$ cat config.mk
export PLATFORM = sky130hd
export DESIGN_NAME = pool_arbiter
export DESIGN_NICKNAME = d
export VERILOG_FILES = /design/src/rtl/pool_arbiter.sv
export SDC_FILE = /design/constraint.sdc
export NUM_CORES = 1
export LEC_CHECK = 0
export ABC_AREA = 1
export BUFFER_PORTS_ARGS = -buffer_cell sky130_fd_sc_hd__buf_4
export CAP_MARGIN = 20
export CORE_MARGIN = 10
export CORE_UTILIZATION = 25
export DETAILED_ROUTE_END_ITERATION = 7
export SYNTH_ARGS = -nofsm -noshare
export SYNTH_HDL_FRONTEND = slang
export SYNTH_SLANG_ARGS = --single-unit
$ cat constraint.sdc
create_clock -name i_clk -period 2.7 [get_ports i_clk]
set_input_delay 0.135 -clock i_clk [delete_from_list [all_inputs] [get_ports i_clk]]
set_output_delay 0.135 -clock i_clk [all_outputs]
set_load 0.03 [all_outputs]
$ cat src/rtl/pool_arbiter.sv
// Round-robin arbiter sharing one memory read port and one write port among N processors.
// The read and write channels are independent two-state FSMs, each with its own rotating pointer.
`ifndef PROC_COUNT
`define PROC_COUNT 4
`endif
`ifndef BUS_W
`define BUS_W 16
`endif

package pool_arbiter_pkg;
    typedef logic [15:0] addr_t;
endpackage

module pool_arbiter
    import pool_arbiter_pkg::*;
#(
    parameter int N  = `PROC_COUNT,
    parameter int DW = `BUS_W,
    parameter int AW = $bits(addr_t)
) (
    input  logic                 i_clk,
    input  logic                 i_rst,
    input  logic [N-1:0]         i_req_rd,
    input  logic [N-1:0]         i_req_wr,
    input  logic [N-1:0][AW-1:0] i_addr,
    input  logic [N-1:0][DW-1:0] i_data,
    input  logic [N-1:0][2:0]    i_wr_size,
    output logic [N-1:0]         o_grant_rd,
    output logic [N-1:0]         o_grant_wr,
    output logic [N-1:0]         o_valid,
    output logic [DW-1:0]        o_rd_data,
    output logic                 o_mem_rd_en,
    output logic [AW-1:0]        o_mem_rd_addr,
    input  logic                 i_mem_rd_valid,
    input  logic [DW-1:0]        i_mem_rd_data,
    output logic                 o_mem_wr_en,
    output logic [AW-1:0]        o_mem_wr_addr,
    output logic [DW-1:0]        o_mem_wr_data,
    output logic [2:0]           o_mem_wr_size,
    input  logic                 i_mem_wr_ack
);
    localparam int PW = (N > 1) ? $clog2(N) : 1;

    typedef enum logic {R_IDLE, R_WAIT} rd_state_t;
    typedef enum logic {W_IDLE, W_ACK}  wr_state_t;

    // First requester at or above ptr, wrapping N-1 -> 0.
    function automatic logic [PW-1:0] rr_pick(input logic [N-1:0] req, input logic [PW-1:0] ptr);
        logic [PW-1:0] sel;
        logic [PW-1:0] idx;
        logic          found;
        int            t;
        sel   = ptr;
        found = 1'b0;
        for (int k = 0; k < N; k++) begin
            t = int'(ptr) + k;
            if (t >= N) t = t - N;
            idx = PW'(t);
            if (!found && req[idx]) begin
                sel   = idx;
                found = 1'b1;
            end
        end
        return sel;
    endfunction

    function automatic logic [PW-1:0] ptr_after(input logic [PW-1:0] sel);
        if (int'(sel) == N - 1) return '0;
        return sel + PW'(1);
    endfunction

    rd_state_t          r_rd_state, w_rd_state_next;
    logic [PW-1:0]      r_rd_ptr, w_rd_ptr_next;
    logic [PW-1:0]      r_rd_sel, w_rd_sel_next;
    logic [N-1:0]       r_grant_rd, w_grant_rd_next;
    logic               r_mem_rd_en, w_mem_rd_en_next;
    logic [AW-1:0]      r_mem_rd_addr, w_mem_rd_addr_next;
    logic [N-1:0]       r_valid, w_valid_next;
    logic [DW-1:0]      r_rd_data, w_rd_data_next;

    wr_state_t          r_wr_state, w_wr_state_next;
    logic [PW-1:0]      r_wr_ptr, w_wr_ptr_next;
    logic [PW-1:0]      r_wr_sel, w_wr_sel_next;
    logic [N-1:0]       r_grant_wr, w_grant_wr_next;
    logic               r_mem_wr_en, w_mem_wr_en_next;
    logic [AW-1:0]      r_mem_wr_addr, w_mem_wr_addr_next;
    logic [DW-1:0]      r_mem_wr_data, w_mem_wr_data_next;
    logic [2:0]         r_mem_wr_size, w_mem_wr_size_next;

    logic [PW-1:0]      w_rd_pick, w_wr_pick;
    logic [N-1:0]       w_rd_onehot, w_wr_onehot;

    assign w_rd_pick = rr_pick(i_req_rd, r_rd_ptr);
    assign w_wr_pick = rr_pick(i_req_wr, r_wr_ptr);

    generate
        for (genvar gi = 0; gi < N; gi++) begin : g_onehot
            assign w_rd_onehot[gi] = (w_rd_pick == PW'(gi));
            assign w_wr_onehot[gi] = (w_wr_pick == PW'(gi));
        end
    endgenerate

    always_ff @(posedge i_clk or posedge i_rst) begin
        if (i_rst) begin
            r_rd_state    <= R_IDLE;
            r_rd_ptr      <= '0;
            r_rd_sel      <= '0;
            r_grant_rd    <= '0;
            r_mem_rd_en   <= 1'b0;
            r_mem_rd_addr <= '0;
            r_valid       <= '0;
            r_rd_data     <= '0;
        end else begin
            r_rd_state    <= w_rd_state_next;
            r_rd_ptr      <= w_rd_ptr_next;
            r_rd_sel      <= w_rd_sel_next;
            r_grant_rd    <= w_grant_rd_next;
            r_mem_rd_en   <= w_mem_rd_en_next;
            r_mem_rd_addr <= w_mem_rd_addr_next;
            r_valid       <= w_valid_next;
            r_rd_data     <= w_rd_data_next;
        end
    end

    always_comb begin
        w_rd_state_next    = r_rd_state;
        w_rd_ptr_next      = r_rd_ptr;
        w_rd_sel_next      = r_rd_sel;
        w_grant_rd_next    = r_grant_rd;
        w_mem_rd_en_next   = 1'b0;
        w_mem_rd_addr_next = r_mem_rd_addr;
        w_valid_next       = '0;
        w_rd_data_next     = r_rd_data;
        case (r_rd_state)
            R_IDLE: begin
                if (|i_req_rd) begin
                    w_rd_sel_next      = w_rd_pick;
                    w_grant_rd_next    = w_rd_onehot;
                    w_mem_rd_en_next   = 1'b1;
                    w_mem_rd_addr_next = i_addr[w_rd_pick];
                    w_rd_state_next    = R_WAIT;
                end
            end
            R_WAIT: begin
                // The held grant is already the one-hot of the winner, so it doubles as the valid mask.
                if (i_mem_rd_valid) begin
                    w_rd_data_next  = i_mem_rd_data;
                    w_valid_next    = r_grant_rd;
                    w_grant_rd_next = '0;
                    w_rd_ptr_next   = ptr_after(r_rd_sel);
                    w_rd_state_next = R_IDLE;
                end
            end
            default: w_rd_state_next = R_IDLE;
        endcase
    end

    always_ff @(posedge i_clk or posedge i_rst) begin
        if (i_rst) begin
            r_wr_state    <= W_IDLE;
            r_wr_ptr      <= '0;
            r_wr_sel      <= '0;
            r_grant_wr    <= '0;
            r_mem_wr_en   <= 1'b0;
            r_mem_wr_addr <= '0;
            r_mem_wr_data <= '0;
            r_mem_wr_size <= '0;
        end else begin
            r_wr_state    <= w_wr_state_next;
            r_wr_ptr      <= w_wr_ptr_next;
            r_wr_sel      <= w_wr_sel_next;
            r_grant_wr    <= w_grant_wr_next;
            r_mem_wr_en   <= w_mem_wr_en_next;
            r_mem_wr_addr <= w_mem_wr_addr_next;
            r_mem_wr_data <= w_mem_wr_data_next;
            r_mem_wr_size <= w_mem_wr_size_next;
        end
    end

    always_comb begin
        w_wr_state_next    = r_wr_state;
        w_wr_ptr_next      = r_wr_ptr;
        w_wr_sel_next      = r_wr_sel;
        w_grant_wr_next    = r_grant_wr;
        w_mem_wr_en_next   = 1'b0;
        w_mem_wr_addr_next = r_mem_wr_addr;
        w_mem_wr_data_next = r_mem_wr_data;
        w_mem_wr_size_next = r_mem_wr_size;
        case (r_wr_state)
            W_IDLE: begin
                if (|i_req_wr) begin
                    w_wr_sel_next      = w_wr_pick;
                    w_grant_wr_next    = w_wr_onehot;
                    w_mem_wr_en_next   = 1'b1;
                    w_mem_wr_addr_next = i_addr[w_wr_pick];
                    w_mem_wr_data_next = i_data[w_wr_pick];
                    w_mem_wr_size_next = i_wr_size[w_wr_pick];
                    w_wr_state_next    = W_ACK;
                end
            end
            W_ACK: begin
                if (i_mem_wr_ack) begin
                    w_grant_wr_next = '0;
                    w_wr_ptr_next   = ptr_after(r_wr_sel);
                    w_wr_state_next = W_IDLE;
                end
            end
            default: w_wr_state_next = W_IDLE;
        endcase
    end

    assign o_grant_rd    = r_grant_rd;
    assign o_grant_wr    = r_grant_wr;
    assign o_valid       = r_valid;
    assign o_rd_data     = r_rd_data;
    assign o_mem_rd_en   = r_mem_rd_en;
    assign o_mem_rd_addr = r_mem_rd_addr;
    assign o_mem_wr_en   = r_mem_wr_en;
    assign o_mem_wr_addr = r_mem_wr_addr;
    assign o_mem_wr_data = r_mem_wr_data;
    assign o_mem_wr_size = r_mem_wr_size;

endmodule

==> results of run 1 <==
[cell type report]
cell class,instances,area (um^2)
clock buffer,13,260.3
clock inverter,3,46.29
fill,2860,17570
inverter,30,115.1
multi-input combinational,821,3895
sequential,91,2277
tap,341,426.7
timing repair buffer,278,2215
[stage by stage]
stage | cells | setup WS [ns]
floorplan | 1009 | 0.2014
global placement | 1555 | 0.3758
detailed placement | 1555 | 0.3089
CTS | 1577 | 0.3072
global route | 1577 | 0.04301
finish | 1577 | 0.3010
[synth_stat cells]
| library cell | n | area (um^2) |
|---|---|---|
| nand2_1 | 514 | 1929 |
| inv_2 | 8 | 30.03 |
| nand3_2 | 40 | 400.4 |
| inv_1 | 21 | 78.83 |
| o31ai_2 | 2 | 25.02 |
| a21oi_1 | 2 | 10.01 |
| nand3_1 | 196 | 980.9 |
| o21ai_0 | 9 | 45.04 |
| nand2_2 | 20 | 125.1 |
| nand2_4 | 4 | 45.04 |
| clkinv_1 | 1 | 3.750 |
| mux2_2 | 16 | 180.2 |
| buf_6 | 8 | 90.09 |
| buf_2 | 24 | 120.1 |
| clkbuf_1 | 9 | 33.78 |
| nor2_2 | 1 | 6.260 |
| buf_12 | 3 | 60.06 |
| dfrtp_1 | 91 | 2277 |
| o31ai_1 | 2 | 15.01 |
| ha_1 | 2 | 25.02 |
| buf_4 | 22 | 165.2 |
| nor2_4 | 1 | 11.26 |
| nor4_1 | 2 | 12.51 |
| o21ai_1 | 1 | 5.000 |
| buf_8 | 1 | 15.01 |
| nand2_8 | 2 | 40.04 |
| nor2_1 | 7 | 26.28 |
[logic make-up (layout without fill, tap and decap cells)]
kind of cell,Yosys count,after routing,synth area share
buffers and inverters,97,324,0.08833
multiplexers,16,16,0.02667
adder cells (fa/ha/maj),2,2,0.003703
AO/OA/AOI/OAI,16,16,0.01481
flip-flops,91,91,0.3370
AND/OR/NAND/NOR,787,787,0.5294
[final timing paths]
check | startpoint | end | depth (start not counted)
worst min register to register | o_mem_wr_addr[7] | o_mem_wr_addr[7] | 2
worst min-delay path | i_mem_rd_data[14] | o_rd_data[14] | 2
worst max-delay path | r_wr_ptr[0] | o_mem_wr_addr[9] | 14
min in group asynchronous | i_rst | o_rd_data[9] | 3
max in group asynchronous | i_rst | o_mem_rd_addr[9] | 4
worst max register to register | r_wr_ptr[0] | o_mem_wr_addr[9] | 14
[routing by layer]
metal  track usage  up-vias  part of all wire
li1              -     3671                 -
met1        0.1932     3335              0.43
met2        0.2503      276              0.44
met3       0.07009       25              0.11
met4       0.03736        4             0.014
met5             0        -           0.00087
[flip-flops by register name (all words and copies together), names as in the netlist]
| name | flops |
|---|---|
| o_mem_rd_addr | 16 |
| o_valid | 4 |
| o_mem_wr_en | 1 |
| r_rd_state | 1 |
| o_mem_wr_addr | 16 |
| r_wr_sel | 2 |
| r_rd_sel | 2 |
| o_rd_data | 16 |
| o_mem_rd_en | 1 |
| o_mem_wr_size | 3 |
| o_grant_rd | 4 |
| o_mem_wr_data | 16 |
| r_wr_ptr | 2 |
| o_grant_wr | 4 |
| r_rd_ptr | 2 |
| r_wr_state | 1 |
[report_power, final]
group          internal [uW]  leakage (uW)  switching (uW)
combinational           3160       0.00397            6070
clock                    773      0.000146             573
sequential              1990       0.00113             411
[what timing repair did]
item | 4_1_cts | 5_1_grt
endpoints found under the hold margin | 59 | 0
hold buffers | 6 | 0
setup buffers | 0 | 0
endpoints found under the setup margin | 0 | 0
==> results.md, run 1 <==
- Die Width: 184.4 um
- Initial core utilization: 0.2521
- Root Driver: clkbuf_16
- Die extent in y: 184.4 um
- Worst path most repeated cell: nand2_1
- Critical path's top delay family: simple AND/OR/NAND/NOR gates
- VDD IR max: 795.4 uV
- Routed WL: 27,430 um
- Hold Path Class: in -> reg
- Most common cell after layout, fill and taps aside: nand2_1
- Die area: 34,000 um^2
- Period utilization: 0.8885
- WP buf/inv: 2
- Fin area: 9235 um^2
- Critical path class: reg -> reg
- R2R setup slack: 0.30 ns
- Max-slew violation count: 0
- CTS tree: done
- Dpl hpwl: 20,620 um
- Drt pass-1 iters: 5
- Crit Path Max Fanout: 23
- Latest clock arrival within the worst-skew pair: 0.35 ns
- Largest net degree at the start of global routing: 56
- Unrepaired setup endpoints after global routing: no
- CP cell instances: inv_2, nand2_1, nand3_1, nand2_2, nand2_4, nor2_4, nand2_4, buf_12, nand3_1, nand2_1, nand2_1, nand2_1, nand2_1, nand2_1
- Power Density: 1405 nW/um^2
- Max Cap Viol: 0
- Count of input and output buffers: 248
- Slowest cell on the critical path: dfrtp_1
- H-tree Lvls: 3
- CP endpoint kind: register
- Static leakage: 0.005241 uW
- Slew headroom: 0.3520
- Worst-margin pin slew: 0.9709 ns
- Netlist Area Pre-Place: 6756 um^2
- Area growth from synthesis to layout: 36.69%
- Crit path DAT: 2.64 ns
- Commonest non-fill, non-tap cells in the layout: 513 x nand2_1, 263 x buf_4, 196 x nand3_1, 91 x dfrtp_1, 40 x nand3_2
- Worst clock skew: 0.005688 ns
- First-pass GRT wire length: 42,590 um
- Drc violations: 0
- Gpl congestion: 0.8464
- CTS Buf Count: 9
- Net count after synthesis: 1,179
- Drt initial violations: 449
- Via count: 7,311
- Std cell rows: 60
- Inserted Diodes: 0
- Worst stage delay on the critical path: 0.60 ns
- Aggregate global routing overflow: 0
- I/O Pins: 249
- Fin util: 0.3446
- Final Critical Period: 2.399 ns
- Synth Area per Inst: 6.696 um^2
- Drt wl/cell: 17.39 um
- Status: finished clean
- TNS Setup: 0 ns
- Sequential share of the synthesized area: 0.3370
- Vias in the first global route: 7,398
- Netlist cell types: 27
- Layout cells sized above 1: 0.3115
- Core area: 26,800 um^2
- Hold Fails Final Rpt: 0
- Power, Total: 12,970 uW
- Clk sink count: 91
- Critical Path RT: 2.94 ns
- Worst hold margin: 0.01813 ns
- FMAX: 416.8 MHz
- Post_cts resized: 0
- Reg clk slew, reported paths: 0.07 ns
- Syn. warnings: 0
- DR vias/cell: 4.636
- Remaining antenna violation count after routing: 0
- Initial antenna violation count: 2
- Cell count after synthesis: 1,009
- Placed cell area: 8869 um^2
- GRT Total Usage: 0.1585
- NumNets Final: 1,401
- Setup violators final: 0
- Crit path launch type: register
- Clk buf depth: 2
- FF+latch count, synth: 91
No activity file was read; power rests on OpenSTA's default activity.
==> inputs of run 2 (changes only) <==
--- a/config.mk
+++ b/config.mk
@@ -5,7 +5,6 @@
 export SDC_FILE = /design/constraint.sdc
 export NUM_CORES = 1
 export LEC_CHECK = 0
-export ABC_AREA = 1
 export BUFFER_PORTS_ARGS = -buffer_cell sky130_fd_sc_hd__buf_4
 export CAP_MARGIN = 20
 export CORE_MARGIN = 10
==> run 2 against run 1 <==
  * Cell area fell by 11%
  * Global-route usage barely moved
  * Largest cell class unchanged
  * Die area fell by 15%
  * Clock power rose by 7%
==> results.md, run 2 <==
- Commonest cells post-synth: 91 x dfrtp_1, 66 x o221ai_1, 44 x nand2_1, 31 x a21oi_1, 31 x mux2i_1
- Latest clock arrival within the worst-skew pair: 0.36 ns
- Dpl hpwl: 17,730 um
- Worst clock skew: 0.007401 ns
- Routed WL: 24,110 um
- CP endpoint kind: register
- Worst setup endpoint: o_mem_wr_data[0]
- Async SR Flop Fraction: 1.000
- Ys flop type: dfrtp_1
- Gpl congestion: 0.8384
- Core area: 22,030 um^2
- Drt initial violations: 511
- Clk buf depth: 2
- Static leakage: 0.003727 uW
- Slew headroom: 0.3750
- Crit Path Max Fanout: 19
- CP cell instances: nor2b_1, o21ai_2, nand3_2, or2_1, buf_4, o221ai_1
- Commonest non-fill, non-tap cells in the layout: 267 x buf_4, 91 x dfrtp_1, 66 x o221ai_1, 43 x nand2_1
- Final Critical Period: 2.231 ns
- Layout cells sized above 1: 0.4075
- Initial core utilization: 0.2566
- Net count after synthesis: 752
- Post-Place Setup Slack: 0.5312 ns
- R2R setup slack: 0.47 ns
- Hold Path Class: in -> reg
- DR WL met2: 11,800 um
- Met3 WL post-DR: 2134 um
- Unrepaired setup endpoints after global routing: no
- Slowest cell on the critical path: o21ai_2
- Clk sink count: 91
- Critical path class: reg -> reg
- Drt pass-1 iters: 6
- Inserted Diodes: 0
- FF/Latch Area: 2277 um^2
- Power Density: 954.9 nW/um^2
- Netlist Area Pre-Place: 5652 um^2
- Cell taking the most area after synthesis: dfrtp_1
- I/O Pins: 249
- Most common cell after layout, fill and taps aside: buf_4
- Sequential share of the synthesized area: 0.4029
- Setup bufs post-CTS: 0
- Critical path's top delay family: compound AO/OA/AOI/OAI gates
- Max-slew violation count: 0
- VDD IR max: 393.6 uV
- Post_cts resized: 0
- Top sig layer: met4
- Count of input and output buffers: 248
- Cell count after synthesis: 582
- Via count: 6,005
- Syn. warnings: 0
- Hold-fix buffers, CTS: 14
- Multi-input gate area: 3065 um^2
- Die area: 29,020 um^2
- Power, Total: 7880 uW
- CTS tree: done
- Remaining antenna violation count after routing: 0
- Max Cap Viol: 0
- NumNets Final: 987
- Worst Setup SP: r_wr_ptr[0]
- Aggregate global routing overflow: 0
- Netlist cell types: 58
- GRT Total Usage: 0.1582
- Die extent in y: 170.4 um
- Filler Cell Count: 2,251
- Reg clk slew, reported paths: 0.07 ns
- Worst-margin pin slew: 0.9352 ns
- Std cell rows: 54
- Crit path launch type: register
- H-tree Lvls: 3
- WL met1: 9813 um
- PnR worst setup slack: 0.4687 ns
- First-pass GRT wire length: 36,170 um
- Number of synthesized flops with an enable pin: 0
- Crit path DAT: 2.49 ns
- Largest net degree at the start of global routing: 54
- Drc violations: 0
- Worst stage delay on the critical path: 0.59 ns
- Synth Area per Inst: 9.711 um^2
- Worst r2r path cells: 6
- Synth top area cells: dfrtp_1 40%, o221ai_1 10%, mux2i_1 5.5%, mux2_2 3.8%, nand2_1 2.9%
- CTS Buf Count: 9
- Period utilization: 0.8264
- Die Width: 170.4 um
- Levels on crit path: 6
- Area growth from synthesis to layout: 46.03%
- Vias in the first global route: 6,142
- Most common cell in the netlist: dfrtp_1
- Hold Fails Final Rpt: 0
- Reg2Reg Launch Point: r_wr_ptr[0]
- WP buf/inv: 1
- FF+latch count, synth: 91
- FMAX: 448.2 MHz
- Initial antenna violation count: 0
- Root Driver: clkbuf_16
- Worst R2R End: o_mem_wr_data[0]
- DR vias/cell: 5.449
- TNS Setup: 0 ns
- Setup violators final: 0
- Status: finished clean
- Post-synth top area share: 0.4029
- Drt wl/cell: 21.88 um
- Critical Path RT: 2.96 ns
[run 2: cell count changes after synthesis, sizes merged, moves of 12 or more]
cell    delta
a221oi    +14
nand2    -495
o31a      +15
nand3    -205
inv       -17
nor2      +16
a21oi     +30
and4      +15
buf       -27
clkbuf    +19
o221ai    +66
mux2i     +31
nand4     +12
[run 2: how the worst min path moves through the flow]
stage	startpoint	endpoint	slack [ns]	depth (start not counted)
after global placement	i_rst	o_mem_wr_data[3]	0.23	2
final	i_mem_rd_data[3]	o_rd_data[3]	0.01	2
after global routing	i_mem_rd_data[14]	o_rd_data[14]	0.006	2
after CTS	i_mem_rd_data[3]	o_rd_data[3]	0.002	2
after detailed placement	i_rst	o_mem_wr_data[3]	0.23	2
after floorplan	i_mem_rd_valid	r_rd_state	0.23	1
[run 2: cell families (layout without fill, tap and decap cells)]
logic type | after synthesis | in the layout | synth area share
AOI/OAI and AO/OA | 200 | 200 | 0.2781
adders and majority gates | 2 | 2 | 0.004427
buffers and inverters | 71 | 311 | 0.05911
DFF | 91 | 91 | 0.4029
muxes | 51 | 51 | 0.09675
and+or+nand+nor | 167 | 167 | 0.1587
[run 2: routing by layer]
layer,track usage,vias to the layer above
met3,0.04327,24
met4,0.04539,0
met1,0.1941,2928
met2,0.2657,294
met5,0,-
li1,-,2759
[run 2: worst register-to-register path: cells and delay by family (launching register included)]
| family | cells | cell delay [ns] |
|---|---|---|
| AO/OA/AOI/OAI | 2 | 0.79 |
| AND/OR/NAND/NOR | 3 | 0.65 |
| flip-flops | 1 | 0.49 |
| buffers and inverters | 1 | 0.21 |
[run 2: area by class of cell]
type,instances,share of cell area
Multi-Input combinational cell,420,0.3714
Sequential cell,91,0.2759
Timing Repair Buffer,283,0.2647
Tap cell,280,0.04245
Clock buffer,9,0.02729
Clock inverter,7,0.01243
Inverter,12,0.005761
[run 2: power by group]
part / switching [uW] / internal, uW / total, uW
registers: 446 / 1850 / 2290
clock network: 622 / 819 / 1440
logic: 2480 / 1670 / 4150
total: 3550 / 4330 / 7880
[run 2: through the flow]
stage / cells / hold slack [ns] / utilization / area [um^2]
2_1_floorplan: 582 / 0.2281 / - / 5652
3_3_place_gp: 1072 / 0.2324 / 0.3534 / 7785
3_5_place_dp: 1072 / 0.2336 / 0.3534 / 7785
4_1_cts: 1102 / 0.001864 / 0.3747 / 8253
5_1_grt: 1102 / 0.006147 / 0.3747 / 8253
6_report: 1102 / 0.01433 / 0.3747 / 8253
